`config.mk`:
```
export PLATFORM = sky130hd
export DESIGN_NAME = pipelined_carry_select_adder
export DESIGN_NICKNAME = d
export VERILOG_FILES = /design/src/rtl/csla_pkg.sv /design/src/rtl/csla_block.sv /design/src/rtl/pipelined_carry_select_adder.sv
export SDC_FILE = /design/constraint.sdc
export NUM_CORES = 1
export LEC_CHECK = 0
export ABC_CLOCK_PERIOD_IN_PS = 3900
export BUFFER_PORTS_ARGS = -buffer_cell sky130_fd_sc_hd__buf_2
export CAP_MARGIN = 30
export CELL_PAD_IN_SITES_DETAIL_PLACEMENT = 0
export CELL_PAD_IN_SITES_GLOBAL_PLACEMENT = 2
export CORE_MARGIN = 2
export CORE_UTILIZATION = 35
export DETAILED_ROUTE_END_ITERATION = 6
export PLACE_DENSITY = 0.81
export SYNTH_ARGS = -nofsm -noshare
export SYNTH_HDL_FRONTEND = slang
export SYNTH_SLANG_ARGS = --single-unit
```
`constraint.sdc`:
```
create_clock -name clk -period 3.9 [get_ports clk]
set_input_delay 0.78 -clock clk [delete_from_list [all_inputs] [get_ports clk]]
set_output_delay 0.78 -clock clk [all_outputs]
set_load 0.01 [all_outputs]
```
`src/rtl/csla_pkg.sv`:
```
// rtl/csla_pkg.sv - parameter checks and derived constants for the pipelined carry-select adder
package csla_pkg;

  // Number of carry-select blocks across the operand width.
  function automatic int csla_num_blocks(input int width, input int block);
    return width / block;
  endfunction

  // Number of pipeline stages, which is also the latency in enabled edges.
  function automatic int csla_num_stages(input int num_blocks, input int bps);
    return num_blocks / bps;
  endfunction

  // Operand bits consumed by one stage.
  function automatic int csla_stage_bits(input int block, input int bps);
    return block * bps;
  endfunction

  // Bit offset of the lowest bit evaluated by a given stage.
  function automatic int csla_stage_lsb(input int stage, input int block, input int bps);
    return stage * block * bps;
  endfunction

  // True when the width splits evenly into blocks and the blocks into at least one stage.
  function automatic bit csla_params_ok(input int width, input int block, input int bps);
    if (width < 1 || block < 1 || bps < 1) return 1'b0;
    if (width % block != 0) return 1'b0;
    if ((width / block) % bps != 0) return 1'b0;
    return ((width / block) / bps) >= 1;
  endfunction

endpackage

```
`src/rtl/csla_block.sv`:
```
// rtl/csla_block.sv - one carry-select block: both carry-in cases precomputed, selected late
module csla_block #(
  parameter int BLOCK = 4
) (
  input  logic [BLOCK-1:0] a_i,
  input  logic [BLOCK-1:0] b_i,
  input  logic             sel_i,
  output logic [BLOCK-1:0] sum_o,
  output logic             cout_o,
  output logic             ctop_o
);

  logic [BLOCK:0] res0;
  logic [BLOCK:0] res1;

  // Both candidates are ready before the incoming carry arrives; only the mux is on the carry path.
  assign res0 = {1'b0, a_i} + {1'b0, b_i};
  assign res1 = {1'b0, a_i} + {1'b0, b_i} + {{BLOCK{1'b0}}, 1'b1};

  assign {cout_o, sum_o} = sel_i ? res1 : res0;

  // Carry into the top bit recovered from that bit's sum and operands.
  assign ctop_o = sum_o[BLOCK-1] ^ a_i[BLOCK-1] ^ b_i[BLOCK-1];

endmodule

```
`src/rtl/pipelined_carry_select_adder.sv`:
```
// rtl/pipelined_carry_select_adder.sv - pipelined carry-select adder/subtractor with valid/ready handshake
module pipelined_carry_select_adder
  import csla_pkg::*;
#(
  parameter int WIDTH            = 32,
  parameter int BLOCK            = 4,
  parameter int BLOCKS_PER_STAGE = 2
) (
  input  logic             clk,
  input  logic             rst_n,
  input  logic             in_valid,
  output logic             in_ready,
  input  logic [WIDTH-1:0] a,
  input  logic [WIDTH-1:0] b,
  input  logic             cin,
  input  logic             sub,
  output logic             out_valid,
  input  logic             out_ready,
  output logic [WIDTH-1:0] sum,
  output logic             cout,
  output logic             ovf
);

  localparam int NB  = csla_num_blocks(WIDTH, BLOCK);
  localparam int L   = csla_num_stages(NB, BLOCKS_PER_STAGE);
  localparam int SB  = csla_stage_bits(BLOCK, BLOCKS_PER_STAGE);
  localparam int BPS = BLOCKS_PER_STAGE;

  if (!csla_params_ok(WIDTH, BLOCK, BLOCKS_PER_STAGE)) begin : g_param_check
    $error("pipelined_carry_select_adder: WIDTH, BLOCK and BLOCKS_PER_STAGE do not divide evenly");
  end

  logic             enable;
  logic [WIDTH-1:0] b_eff;
  logic             cin_eff;
  logic             msb_cin;

  // Whole pipeline moves together; it only stalls when a finished result is not being taken.
  assign enable   = !out_valid || out_ready;
  assign in_ready = enable;

  // Subtraction is a + ~b + 1, so the carry-in is forced high.
  assign b_eff   = sub ? ~b : b;
  assign cin_eff = sub ? 1'b1 : cin;

  for (genvar s = 0; s < L; s++) begin : g_stage
    localparam int LO_W = csla_stage_lsb(s, BLOCK, BPS);
    localparam int IN_W = WIDTH - LO_W;

    logic [IN_W-1:0]    src_a;
    logic [IN_W-1:0]    src_b;
    logic               src_c;
    logic               src_v;
    logic [BPS:0]       cc;
    logic [SB-1:0]      bsum;
    logic [LO_W+SB-1:0] sum_d;

    if (s == 0) begin : g_src_in
      assign src_a = a;
      assign src_b = b_eff;
      assign src_c = cin_eff;
      assign src_v = in_valid;
      assign sum_d = bsum;
    end else begin : g_src_prev
      assign src_a = g_stage[s-1].g_mid.a_q;
      assign src_b = g_stage[s-1].g_mid.b_q;
      assign src_c = g_stage[s-1].g_mid.c_q;
      assign src_v = g_stage[s-1].g_mid.v_q;
      assign sum_d = {bsum, g_stage[s-1].g_mid.sum_q};
    end

    assign cc[0] = src_c;

    for (genvar j = 0; j < BPS; j++) begin : g_blk
      localparam int  K      = s * BPS + j;
      localparam bit  IS_MSB = (s == L - 1) && (j == BPS - 1);

      logic [BLOCK-1:0] blk_a;
      logic [BLOCK-1:0] blk_b;

      assign blk_a = src_a[j*BLOCK +: BLOCK];
      assign blk_b = src_b[j*BLOCK +: BLOCK];

      if (K == 0) begin : g_ripple
        logic [BLOCK:0] res;
        assign res = {1'b0, blk_a} + {1'b0, blk_b} + {{BLOCK{1'b0}}, cc[j]};
        assign bsum[j*BLOCK +: BLOCK] = res[BLOCK-1:0];
        assign cc[j+1] = res[BLOCK];
        if (IS_MSB) begin : g_msb
          assign msb_cin = res[BLOCK-1] ^ blk_a[BLOCK-1] ^ blk_b[BLOCK-1];
        end
      end else if (IS_MSB) begin : g_sel_msb
        csla_block #(.BLOCK(BLOCK)) u_blk (
          .a_i    (blk_a),
          .b_i    (blk_b),
          .sel_i  (cc[j]),
          .sum_o  (bsum[j*BLOCK +: BLOCK]),
          .cout_o (cc[j+1]),
          .ctop_o (msb_cin)
        );
      end else begin : g_sel
        logic ctop_unused;
        csla_block #(.BLOCK(BLOCK)) u_blk (
          .a_i    (blk_a),
          .b_i    (blk_b),
          .sel_i  (cc[j]),
          .sum_o  (bsum[j*BLOCK +: BLOCK]),
          .cout_o (cc[j+1]),
          .ctop_o (ctop_unused)
        );
      end
    end

    if (s < L - 1) begin : g_mid
      logic [IN_W-SB-1:0]  a_q;
      logic [IN_W-SB-1:0]  b_q;
      logic [LO_W+SB-1:0]  sum_q;
      logic                c_q;
      logic                v_q;

      // Intermediate stage: keep finished low sum bits, forward the operand bits still to add.
      always_ff @(posedge clk) begin
        if (!rst_n) begin
          a_q   <= '0;
          b_q   <= '0;
          sum_q <= '0;
          c_q   <= 1'b0;
          v_q   <= 1'b0;
        end else if (enable) begin
          a_q   <= src_a[IN_W-1:SB];
          b_q   <= src_b[IN_W-1:SB];
          sum_q <= sum_d;
          c_q   <= cc[BPS];
          v_q   <= src_v;
        end
      end
    end else begin : g_last
      logic [WIDTH-1:0] sum_q;
      logic             c_q;
      logic             ctop_q;
      logic             v_q;

      // Final stage: holds the complete result presented on the outputs.
      always_ff @(posedge clk) begin
        if (!rst_n) begin
          sum_q  <= '0;
          c_q    <= 1'b0;
          ctop_q <= 1'b0;
          v_q    <= 1'b0;
        end else if (enable) begin
          sum_q  <= sum_d;
          c_q    <= cc[BPS];
          ctop_q <= msb_cin;
          v_q    <= src_v;
        end
      end
    end
  end

  assign out_valid = g_stage[L-1].g_last.v_q;
  assign sum       = g_stage[L-1].g_last.sum_q;
  assign cout      = g_stage[L-1].g_last.c_q;
  assign ovf       = g_stage[L-1].g_last.c_q ^ g_stage[L-1].g_last.ctop_q;

endmodule
```
After elaboration in Yosys (flattened, before gate mapping)
Index checks and enable logic that the tools add are counted.
- flip-flop bits (word level): 185
- bits of input ports: 70
- word-level logic and storage cells: 50
- output and inout port bits: 36
- bitwise gates (word level): 4
- add/subtract/negate cells: 16
- multiplexer cells: 9
- reductions and logical operators: 2
- operators by type and width (cell ; count):
    4-bit by 4-bit adder with 5-bit output ; 8
    5-bit by 1-bit adder with 5-bit output (second input constant) ; 7
    5-bit 2-to-1 mux ; 7
    32-bit 2-to-1 mux ; 1
    32-bit NOT ; 1
    5-bit by 1-bit adder with 5-bit output ; 1
    1-bit bitwise XOR ; 3
    1-bit zero test ; 1
    1-bit logical OR ; 1
    1-bit 2-to-1 mux ; 1

Longest topological paths before layout
- word-level depth: 6
- mapped depth: 12
- depth with buffers taken out: 10

By module
Synthesis repeated with hierarchy kept, for this count alone.
- cell total of the unflattened synthesis: 1059
- area, all modules: 8934.8 sq um
- by module, submodules not included (module ; sequential area each (sq um) ; instances ; area each (sq um) ; cells an instance):
    pipelined_carry_select_adder ; 3703.6 ; 1 ; 6981.7 ; 828
    csla_block ; 0.0 ; 7 ; 279.0 ; 33

Least setup slack after synthesis
No wires, ideal clock.
- kind: input-to-reg
- from: input sub
- to: register g_stage[0].g_mid.c_q
- slack: 0.621 ns
- arrival time: 3.155 ns
- cell stages on the path: 12
- required time: 3.775 ns
- path through: clkbuf_1 -> clkbuf_1 -> xnor2_1 -> fa_1 -> inv_1 -> fa_1 -> a21o_1 -> a21oi_1 -> nor2b_1 -> nand3b_1 -> xnor2_1 -> o21ai_0
- longest elaborated chain between the ends: 4
- elaborated cells on any way between the ends: 7
- those cells by class: add/sub: 4; mux: 3
- ends and longest elaborated chain (item ; RTL line ; source):
    from (decl) ; pipelined_carry_select_adder.sv:16 ; input logic sub,
    32-bit 2-to-1 mux ; pipelined_carry_select_adder.sv:43 ; assign b_eff = sub ? ~b : b;
    4-bit by 4-bit adder with 5-bit output (on tied branches) ; csla_block.sv:17, csla_block.sv:18, pipelined_carry_select_adder.sv:86 ;
    5-bit by 1-bit adder with 5-bit output (on tied branches) ; csla_block.sv:18, pipelined_carry_select_adder.sv:86 ;
    5-bit 2-to-1 mux * ; csla_block.sv:20 ; assign {cout_o, sum_o} = sel_i ? res1 : res0;
    to (signal assigned) ; pipelined_carry_select_adder.sv:133 ; c_q <= cc[BPS];
    to (decl) ; pipelined_carry_select_adder.sv:118 ; logic c_q;
Every way passes the cells marked *; elsewhere a longest branch is shown, timed or not.
A chain may end at the register's enable or synchronous reset.

Final worst setup path
- from: input sub
- to: register g_stage[0].g_mid.sum_q[7]
- longest elaborated chain between the ends: 4
- elaborated cells on any way between the ends: 7
- those cells by class: add/sub: 4; mux: 3
- ends and longest elaborated chain (item ; RTL line ; source):
    32-bit 2-to-1 mux ; pipelined_carry_select_adder.sv:43 ;
    4-bit by 4-bit adder with 5-bit output (on tied branches) ; csla_block.sv:17, csla_block.sv:18, pipelined_carry_select_adder.sv:86 ;
    5-bit by 1-bit adder with 5-bit output (on tied branches) ; csla_block.sv:18, pipelined_carry_select_adder.sv:86 ;
    5-bit 2-to-1 mux * ; csla_block.sv:20 ;
    to (signal assigned) ; pipelined_carry_select_adder.sv:132 ; sum_q <= sum_d;
    to (decl) ; pipelined_carry_select_adder.sv:117 ; logic [LO_W+SB-1:0] sum_q;
Marks and branches as above.

==> key figures <==
Worst setup path
  • CP max stage delay: 0.43 ns
  • Crit path cell chain: buf_2 > xnor2_1 > fa_1 > inv_1 > fa_1 > a21o_1 > a21oi_1 > nor3_1 > xnor2_1 > a211oi_1
  • Worst Path Arrival: 2.97 ns
  • Startpoint Class: primary input
  • Critical path fanouts, max: 9
  • Worst reg-to-reg path cell count: 8
  • Crit end category: register
  • Worst setup path class: primary input to register
  • Slowest-stage cell, CP: sky130_fd_sc_hd__fa_1
  • WP data required: 4.24 ns

Floorplanning
  • Die Outline Area: 0.0248 mm^2
  • Cell row count: 56
  • Core region area: 0.0233 mm^2
  • Die Height: 158 um
  • Initial Util: 0.354
  • Number of ports placed on the die boundary: 106
  • Overall die width: 158 um

STA
  • Max-slew violation total from the final report: 0
  • Setup repair after global routing missed its margin: false
  • Worst Tran Pin Value: 0.872 ns
  • Hold violation count in the final report: 0
  • Min Tclk post-route: 2.62 ns
  • Setup-violating endpoint count in the final report: 0
  • Maximum frequency from static timing analysis: 381 MHz
  • Setup total negative slack: 0 ns
  • Smallest setup slack after layout: 1.28 ns
  • Final clock skew: 0.00971 ns
  • Final Hold Slack: 0.448 ns
  • Tcrit/Tclk final: 0.673
  • Slew Limit Headroom: 0.418

Global routing
  • Largest net degree at the start of global routing: 170
  • Global Route Usage Sum: 0.153
  • Total overflow reported by the global router: 0
  • Wire length of the first global-routing pass: 30400 um
  • Via count of the first global-routing pass: 5784
  • Initial antenna violation count: 1

Worst hold path
  • Hold path cells: 2
  • Type of the tightest min-delay check: register to register

Yosys
  • Flops & latches, synth: 185
  • Top cells by area in the synthesized netlist: sky130_fd_sc_hd__dfxtp_1 45%, sky130_fd_sc_hd__nand2_1 12%, sky130_fd_sc_hd__a21oi_1 9.3%, sky130_fd_sc_hd__ha_1 5.8%, sky130_fd_sc_hd__xnor2_1 5.1%
  • Library cell occupying the most area in the post-synthesis netlist: sky130_fd_sc_hd__dfxtp_1
  • Syn_area_per_cell: 8.35 um^2
  • Portion of the post-synthesis area used by sequential elements: 0.449
  • Total standard cell area after synthesis: 0.00825 mm^2
  • Net count after synthesis: 1105
  • Cell count after synthesis: 988
  • Yosys warning total: 0
  • Prevailing post-synth register cell: sky130_fd_sc_hd__dfxtp_1
  • Number of distinct library cell variants in the gate-level netlist after synthesis: 52
  • Post-synthesis async set-or-reset flop share: 0
  • Top cell type's share of synthesized area: 0.449
  • Number of flops mapped to enable cells by yosys: 0

Clock tree
  • Clock latency of the later-clocked register in the worst-skew pair: 0.43 ns
  • Count of hold-fix buffers inserted at cts: 0
  • Number of CTS-inserted buffers: 17
  • CTS H-tree lvls: 4
  • Number of setup buffers added after CTS: 0
  • Clock tree buffer depth: 2
  • Clock sink count: 185
  • Clock-pin slew reported for the worst setup and hold paths after clock tree synthesis: 0.08 ns
  • Quantity of gates resized following cts: 0
  • TritonCTS clock tree: built
  • Buffer type at the clock tree root: sky130_fd_sc_hd__clkbuf_16

Detailed routing
  • Wire length after detailed routing: 18500 um
  • Final ANT Viol Nets: 0
  • Iteration-0 DRC Markers: 304
  • Number of detailed-routing iterations run before antenna repair: 4
  • Count of unresolved DRC violations after routing: 0
  • Final routed wire length divided by cell count: 13.4 um
  • Count of vias placed by the detailed router: 6302
  • Avg Vias per Cell: 4.56

Final layout
  • Total Nets Final: 1167
  • Number of standard cells in the layout, taps in and fillers out: 1382
  • Fraction of layout instances using a drive strength above 1: 0.147
  • Ant diodes: 0
  • Finished layout cell area: 0.00956 mm^2
  • Most used cells in the layout excluding fill and tap cells: 269 x sky130_fd_sc_hd__nand2_1, 185 x sky130_fd_sc_hd__dfxtp_1, 153 x sky130_fd_sc_hd__a21oi_1
  • Leading cell type in the layout, fill and taps excluded: sky130_fd_sc_hd__nand2_1
  • Area grow syn2layout: 15.9%
  • Final core area utilization: 0.410

Place
  • # placed instances: 1350
  • Post-placement cell area: 0.00896 mm^2
  • Final weighted congestion of routability-driven global placement: 0.722
  • Port Buf Inserts: 105
  • DP Worst Slack: 0.847 ns
  • Half-perimeter wire length after placement: 12000 um

Job
  • Total of max-cap violations: 0

Status
  • Result of the run: completed

Pwr
  • Power after layout: 4.34 mW
  • Power per cell area: 454 mW/mm^2
  • Leakage power summed over all cells: 4.04 nW
  • Worst IR drop on VDD: 238 uV
-- flip-flops by register name, indices dropped and copies added (netlist names) --
register and count:
sum 32, out_valid 1, g_stage.g_mid.c_q 3, g_stage.g_mid.a_q 48
cout 1, g_stage.g_mid.v_q 3, g_stage.g_last.ctop_q 1, g_stage.g_mid.b_q 48
g_stage.g_mid.sum_q 48
-- critical path, delay by kind of cell --
family                     cells  cell delay [ns]
xor gates and xnor gates       2             0.33
and+or+nand+nor                1             0.13
buffers and inverters          2             0.29
AOI/OAI and AO/OA              3             0.81
adders and majority gates      2             0.62
-- synthesized netlist by cell type (2+ instances only) --
cell type and count:
sky130_fd_sc_hd__or3_1 2, sky130_fd_sc_hd__inv_2 2, sky130_fd_sc_hd__fa_1 9, sky130_fd_sc_hd__nand3_2 2
sky130_fd_sc_hd__clkbuf_1 55, sky130_fd_sc_hd__buf_6 2, sky130_fd_sc_hd__a311oi_1 2, sky130_fd_sc_hd__dfxtp_1 185
sky130_fd_sc_hd__ha_1 38, sky130_fd_sc_hd__nand2_1 269, sky130_fd_sc_hd__nor2_1 46, sky130_fd_sc_hd__and3_1 3
sky130_fd_sc_hd__buf_1 6, sky130_fd_sc_hd__mux2i_1 6, sky130_fd_sc_hd__a21oi_1 153, sky130_fd_sc_hd__a211oi_1 39
sky130_fd_sc_hd__nor3_1 4, sky130_fd_sc_hd__o21ai_0 14, sky130_fd_sc_hd__nor4_1 2, sky130_fd_sc_hd__nor2b_1 4
sky130_fd_sc_hd__clkbuf_8 2, sky130_fd_sc_hd__xor2_2 2, sky130_fd_sc_hd__inv_1 14, sky130_fd_sc_hd__xnor2_1 48
sky130_fd_sc_hd__a21o_1 17, sky130_fd_sc_hd__nand4_1 4, sky130_fd_sc_hd__nand3_1 17, sky130_fd_sc_hd__xor2_1 17
-- where the power goes --
group	switching (mW)	internal, mW
logic	0.291	0.235
clock network	0.853	0.866
registers	0.0754	2.02
-- cell type report --
| class | instances | area [um^2] |
|---|---|---|
| multi-input cells | 719 | 4190 |
| clock buffers | 17 | 425 |
| well taps | 319 | 399 |
| clock inverters | 15 | 178 |
| repair buffers | 111 | 596 |
| flip-flops and latches | 185 | 3700 |
| fillers | 2450 | 13800 |
| inverters | 16 | 67.6 |
-- final timing paths --
check	from	endpoint	slack [ns]
worst min register to register	sum[12]	sum[12]	0.45
worst max register to register	g_stage[0].g_mid.a_q[0]	g_stage[1].g_mid.sum_q[15]	1.36
worst min-delay path	sum[12]	sum[12]	0.45
worst max-delay path	sub	g_stage[0].g_mid.sum_q[7]	1.28
-- cells by family after synthesis --
group	after synthesis	share of synthesized area
flip-flops	185	0.449
adder cells (fa/ha/maj)	47	0.0794
AO/OA/AOI/OAI	239	0.169
buffers and inverters	84	0.0441
multiplexers	6	0.00728
AND/OR/NAND/NOR	359	0.176
XOR/XNOR	68	0.0756
-- metal layers --
layer  routed length, um  GRT usage  vias up
met4                 167     0.0377        0
met2                7030      0.198       84
met3                 590     0.0298       12
met5                   0          0        -
li1                    -          -     3442
met1               10700      0.252     2764
Power figures use the tool's default switching activity.
